<file path="src/rtl/rrc_tx_interp.sv">
// Transmit RRC pulse shaper: one symbol per OSR clocks in, one polyphase FIR sample per clock out.
// Latency 3 clocks from phase state to data_out; sym_ready is a fixed phase decode, no backpressure on data_out.
module rrc_tx_interp #(
  parameter int WIDTH       = 7,
  parameter int COEFF_FIXED = 9,
  parameter int SYM_W       = 4,
  parameter int OSR         = 4,
  parameter int SPAN        = 8
) (
  input  logic                              clk,
  input  logic                              rstn,
  input  logic signed [SYM_W-1:0]           sym_in,
  input  logic                              sym_valid,
  output logic                              sym_ready,
  input  logic                              coef_we,
  input  logic [$clog2(OSR*SPAN)-1:0]       coef_addr,
  input  logic signed [COEFF_FIXED:0]       coef_data,
  output logic signed [WIDTH-1:0]           data_out,
  output logic                              out_valid,
  output logic                              underrun
);

  localparam int NTAP = OSR * SPAN;
  localparam int AW   = $clog2(NTAP);
  localparam int PHW  = $clog2(OSR);
  localparam int CW   = COEFF_FIXED + 1;
  localparam int PW   = SYM_W + CW;
  localparam int SW   = PW + $clog2(SPAN);
  localparam int RW   = SW + 1;

  localparam logic [PHW-1:0]       PH_LAST = PHW'(OSR - 1);
  localparam logic signed [RW-1:0] RND     = RW'(2 ** (COEFF_FIXED - 1));
  localparam logic signed [RW-1:0] SAT_HI  = RW'(2 ** (WIDTH - 1) - 1);
  localparam logic signed [RW-1:0] SAT_LO  = RW'(-(2 ** (WIDTH - 1)));

  logic [PHW-1:0]           ph_q;
  logic                     accept;
  logic signed [SYM_W-1:0]  x_q    [SPAN];
  logic signed [CW-1:0]     h_q    [NTAP];
  logic signed [CW-1:0]     hsel   [SPAN];
  logic signed [PW-1:0]     prod_d [SPAN];
  logic signed [PW-1:0]     prod_q [SPAN];
  logic signed [SW-1:0]     sum_d;
  logic signed [SW-1:0]     sum_q;
  logic signed [RW-1:0]     rnd_d;
  logic signed [WIDTH-1:0]  sat_d;
  logic signed [WIDTH-1:0]  data_q;
  logic                     started_q;
  logic                     v1_q;
  logic                     v2_q;
  logic                     ov_q;
  logic                     ur_q;

  assign accept    = (ph_q == PH_LAST);
  assign sym_ready = accept;
  assign data_out  = data_q;
  assign out_valid = ov_q;
  assign underrun  = ur_q;

  always_ff @(posedge clk or negedge rstn) begin
    if (!rstn) begin
      ph_q <= '0;
    end else begin
      ph_q <= accept ? '0 : ph_q + PHW'(1);
    end
  end

  // Symbol delay line; a missing symbol at the acceptance edge is replaced by zero.
  always_ff @(posedge clk or negedge rstn) begin
    if (!rstn) begin
      for (int k = 0; k < SPAN; k++) x_q[k] <= '0;
      ur_q <= 1'b0;
    end else begin
      ur_q <= accept & ~sym_valid;
      if (accept) begin
        x_q[0] <= sym_valid ? sym_in : '0;
        for (int k = 1; k < SPAN; k++) x_q[k] <= x_q[k-1];
      end
    end
  end

  always_ff @(posedge clk or negedge rstn) begin
    if (!rstn) begin
      for (int i = 0; i < NTAP; i++) h_q[i] <= '0;
    end else if (coef_we) begin
      for (int i = 0; i < NTAP; i++) begin
        if (coef_addr == AW'(i)) h_q[i] <= coef_data;
      end
    end
  end

  // Polyphase tap select: branch k uses h[k*OSR + ph].
  always_comb begin
    for (int k = 0; k < SPAN; k++) begin
      hsel[k] = h_q[k*OSR];
      for (int p = 1; p < OSR; p++) begin
        if (ph_q == PHW'(p)) hsel[k] = h_q[k*OSR + p];
      end
      prod_d[k] = PW'(x_q[k]) * PW'(hsel[k]);
    end
  end

  always_comb begin
    sum_d = '0;
    for (int k = 0; k < SPAN; k++) sum_d = sum_d + SW'(prod_q[k]);
  end

  always_comb begin
    rnd_d = (RW'(sum_q) + RND) >>> COEFF_FIXED;
    if (rnd_d > SAT_HI) begin
      sat_d = SAT_HI[WIDTH-1:0];
    end else if (rnd_d < SAT_LO) begin
      sat_d = SAT_LO[WIDTH-1:0];
    end else begin
      sat_d = rnd_d[WIDTH-1:0];
    end
  end

  // Valid tracks the first acceptance edge through the same three stages as the data.
  always_ff @(posedge clk or negedge rstn) begin
    if (!rstn) begin
      for (int k = 0; k < SPAN; k++) prod_q[k] <= '0;
      sum_q     <= '0;
      data_q    <= '0;
      started_q <= 1'b0;
      v1_q      <= 1'b0;
      v2_q      <= 1'b0;
      ov_q      <= 1'b0;
    end else begin
      for (int k = 0; k < SPAN; k++) prod_q[k] <= prod_d[k];
      sum_q     <= sum_d;
      data_q    <= sat_d;
      started_q <= started_q | accept;
      v1_q      <= started_q;
      v2_q      <= v1_q;
      ov_q      <= v2_q;
    end
  end

endmodule

</file>
<file path="config.mk">
export PLATFORM = sky130hd
export DESIGN_NAME = rrc_tx_interp
export DESIGN_NICKNAME = d
export VERILOG_FILES = /design/src/rtl/rrc_tx_interp.sv
export SDC_FILE = /design/constraint.sdc
export NUM_CORES = 1
export LEC_CHECK = 0
export ABC_AREA = 1
export BUFFER_PORTS_ARGS = -buffer_cell sky130_fd_sc_hd__buf_2
export CORE_MARGIN = 1
export CORE_UTILIZATION = 40
export DETAILED_ROUTE_END_ITERATION = 12
export SYNTH_ARGS = -nofsm -noshare
export SYNTH_HDL_FRONTEND = slang
export SYNTH_SLANG_ARGS = --single-unit
</file>
<file path="constraint.sdc">
create_clock -name clk -period 4.8 [get_ports clk]
set_clock_uncertainty 0.1 [all_clocks]
set_input_delay 0.72 -clock clk [delete_from_list [all_inputs] [get_ports clk]]
set_output_delay 0.72 -clock clk [all_outputs]
set_load 0.05 [all_outputs]
</file>
==> impl_metrics.csv <==
group,metric,value,unit
outcome,status,"complete, but fails checks",
outcome,violations,"hold timing",
timing,hold_viol,1,
timing,rsz0062_at_grt,"yes",
cells_and_area,nNetsFinal,4445,
timing,fin_crit_sh,0.966,
flow_run,maxCapViolCount,0,
global_routing,antenna_found_initial,3,
timing,hold_slack,-0.00466,ns
worst_setup_path,required,5.19,ns
global_routing,gr-usage-all-layers,0.207,
worst_setup_path,cpMaxStageDelayCell,"fa_1",
worst_setup_path,crit_buf_inv,4,
worst_setup_path,critPathLaunchType,"flop",
hold_path,holdCritPathClass,"input port to asynchronous set/reset pin",
placement,place_inst,4968,
power_and_ir_drop,p_seq_frac,0.239,
global_routing,grt_max_degree,124,
power_and_ir_drop,finalPower,23.2,mW
synth,async_flop_share,1.00,
synth,yosysTopAreaCell,"dfrtp_1",
synth,synthTopCellsByArea,"dfrtp_1, fa_1, nand2_1, ha_1, inv_1",
route,antenna_left,0,
synth,syn_nets,4452,
route,dr.pass1.iters,6,
power_and_ir_drop,p_per_area,634,nW/µm²
synth,ys_ff_latch,487,
synth,synth_common_cells,"nand2_1, dfrtp_1, inv_1",
placement,io_buffers,32,
die,ioPinCount,33,
die,die_area,84500,µm²
die,die_h,291,µm
worst_setup_path,end_kind,"flop",
route,detail_route.wl_per_cell,16.8,µm
power_and_ir_drop,switching_share,0.452,
cells_and_area,diodes,0,
cts,cts_buffers,56,
route,drc,0,
global_routing,grt_pass1_vias,24994,
placement,pre_cts_ws,0.0492,ns
cts,clkTransAtPathRegs,0.06,ns
route,routed_via_density,4.93,
placement,gp_congestion,0.859,
cts,cts_root_buffer,"clkbuf_16",
synth,synth-seq-area-share,0.365,
worst_setup_path,cp_top_family,"adder cells",
die,initial_core_util,0.405,
worst_setup_path,path_class,"flop to flop",
cells_and_area,final_cell_count_no_fill,5069,
cells_and_area,syn_to_final_growth,9.90,%
synth,yosysWarnings,0,
timing,setup_viol,0,
die,die_x,291,µm
timing,slew_viol_final,0,
route,drt_wl_total,85100,µm
worst_setup_path,worstPathArrival,5.03,ns
die,design.core.area,82200,µm²
timing,min_period,4.64,ns
route,vias,24975,
synth,synth_cells,3964,
worst_setup_path,slowest_delay,0.51,ns
timing,fmax,0.216,GHz
cts,cts_sinks,487,
power_and_ir_drop,p_leak,19.3,nW
synth,yosysUniqueCellTypes,40,
timing,worstMarginPinSlew,0.889,ns
timing,slew-limit-headroom,0.406,
die,fp-row-count,105,
power_and_ir_drop,clkPwrFrac,0.189,
worst_setup_path,path_cells,"inv_1 > ha_1 > bufinv_16 > buf_12 > o21ai_0 > nand2_1 > o21ai_2 > nand2_1 > fa_1 > fa_1 > inv_1 > fa_1 > ha_1 > fa_1 > nand3_1 > nand3_1 > nand2_1 > o211ai_1 > xor2_1",
power_and_ir_drop,internal-power,12.7,mW
synth,syn_area_per_cell,8.41,µm²
cts,cts_max_level,2,
synth,synth_ff_type,"dfrtp_1",
timing,worst_slack,0.163,ns
cts,cts_hold_buffers,0,
power_and_ir_drop,p_sw,10.5,mW
synth,synth_edf_count,0,
synth,yosys.area.top_type_share,0.365,
synth,synth_most_common_cell,"nand2_1",
cts,clockBufferDepth,3,
power_and_ir_drop,ir_drop,0.000939,V
cts,cts_tree,"built",
cts,insertion_delay,0.63,ns
synth,netlist_area,33300,µm²
cells_and_area,drive_gt1_frac,0.0845,
route,drt_iter0_drc,1908,
worst_setup_path,crit_fanout,32,
power_and_ir_drop,pwr-share-comb,0.571,
global_routing,overflow,0,
placement,hpwlAfterDp,62900,µm
worst_setup_path,crit_path_frequent_cell,"fa_1",
worst_setup_path,cp-startpoint,"ph_q[0]",
worst_setup_path,timing.rr.start,"ph_q[0]",
global_routing,grt_pass1_wl,139000,µm
## worst reg2reg max path: stages, from the launching register on
cell and delay, ns:
dfrtp_2 0.46, inv_1 0.08, ha_1 0.17, bufinv_16 0.24, buf_12 0.19, o21ai_0 0.16
nand2_1 0.08, o21ai_2 0.15, nand2_1 0.13, fa_1 0.49, fa_1 0.50, inv_1 0.05
fa_1 0.43, ha_1 0.25, fa_1 0.51, nand3_1 0.10, nand3_1 0.10, nand2_1 0.08
o211ai_1 0.10, xor2_1 0.16
## metrics by stage
stage	area, µm²	setup TNS (ns)	util
after global placement	34600	0	0.421
after detailed placement	34600	0	0.421
after CTS	36500	0	0.444
after floorplan	33300	0	-
final	36600	0	0.446
after global routing	36600	-0.0766	0.446
## layout by cell type (no fill, tap or decap), types with 33 or more instances in the layout
| cell | Yosys | layout |
|---|---|---|
| nand3_1 | 156 | 156 |
| o211ai_1 | 35 | 35 |
| a21oi_1 | 65 | 64 |
| inv_1 | 443 | 443 |
| xnor2_1 | 34 | 33 |
| fa_1 | 253 | 252 |
| nand2_2 | 35 | 35 |
| buf_4 | 17 | 47 |
| nor2_1 | 401 | 398 |
| dfrtp_1 | 487 | 486 |
| ha_1 | 212 | 209 |
| nand2_1 | 1055 | 1055 |
| o21ai_0 | 225 | 221 |
| o21ai_1 | 163 | 166 |
| clkbuf_16 | 0 | 57 |
| inv_2 | 64 | 62 |
| xor2_1 | 45 | 45 |
## path summary, 6_finish.rpt
| check | cells after the start | slack (ns) | to |
|---|---|---|---|
| setup / recovery | 19 | 0.16 | prod_q[109] |
| hold / removal | 1 | -0.005 | prod_q[97] |
| setup reg to reg | 19 | 0.16 | prod_q[109] |
| hold reg to reg | 0 | 0.24 | v2_q |
| max in group asynchronous | 2 | 3.39 | ph_q[0] |
| min in group clk | 2 | 0.23 | underrun |
## what timing repair did
| item | 4_1_cts | 5_1_grt |
|---|---|---|
| hold endpoints to repair | 0 | 0 |
| setup buffers | 0 | 0 |
| cloned | 0 | 1 |
| setup endpoints to repair | 1 | 43 |
| gates resized for setup | 1 | 25 |
## cells by family after synthesis
group | synth area share
buffers and inverters | 0.0846
AOI/OAI and AO/OA | 0.0961
adders and majority gates | 0.231
and+or+nand+nor | 0.202
xor gates and xnor gates | 0.0208
DFF | 0.365
## sequential cells by signal, indices dropped and copies added, names as in the netlist
name and cells:
h_q 320, prod_q 112, x_q 32, sum_q 9, data_out 7, ph_q 2, out_valid 1, started_q 1
underrun 1, v1_q 1, v2_q 1
## power groups by stage
stage / registers (mW) / logic [mW] / clock network, mW
global placement: 5.63 / 13.1 / 0
floorplan: 5.57 / 10.1 / 0
global route: 5.66 / 15.7 / 4.67
finish: 5.57 / 13.3 / 4.40
CTS: 5.57 / 13.5 / 4.52
detailed placement: 5.63 / 13.4 / 0
## per-layer routing
layer,wire [µm],vias up,part of all wire,global-route usage
met1,41200,11962,0.48,0.300
met4,2580,2,0.030,0.0621
met5,13,-,0.00015,0
li1,-,12375,-,-
met3,4260,122,0.050,0.0315
met2,37100,514,0.44,0.318
## area by class of cell
cell class                 count  area, µm²
inverter                     537       2050
clock buffer                  84       1670
clock inverter                16        238
tap                         1070       1340
multi-input combinational   2784      18400
sequential                   487      12200
fill                        8130      45600
timing repair buffer          91        751
Note: power is estimated with default switching activity, not from simulation.
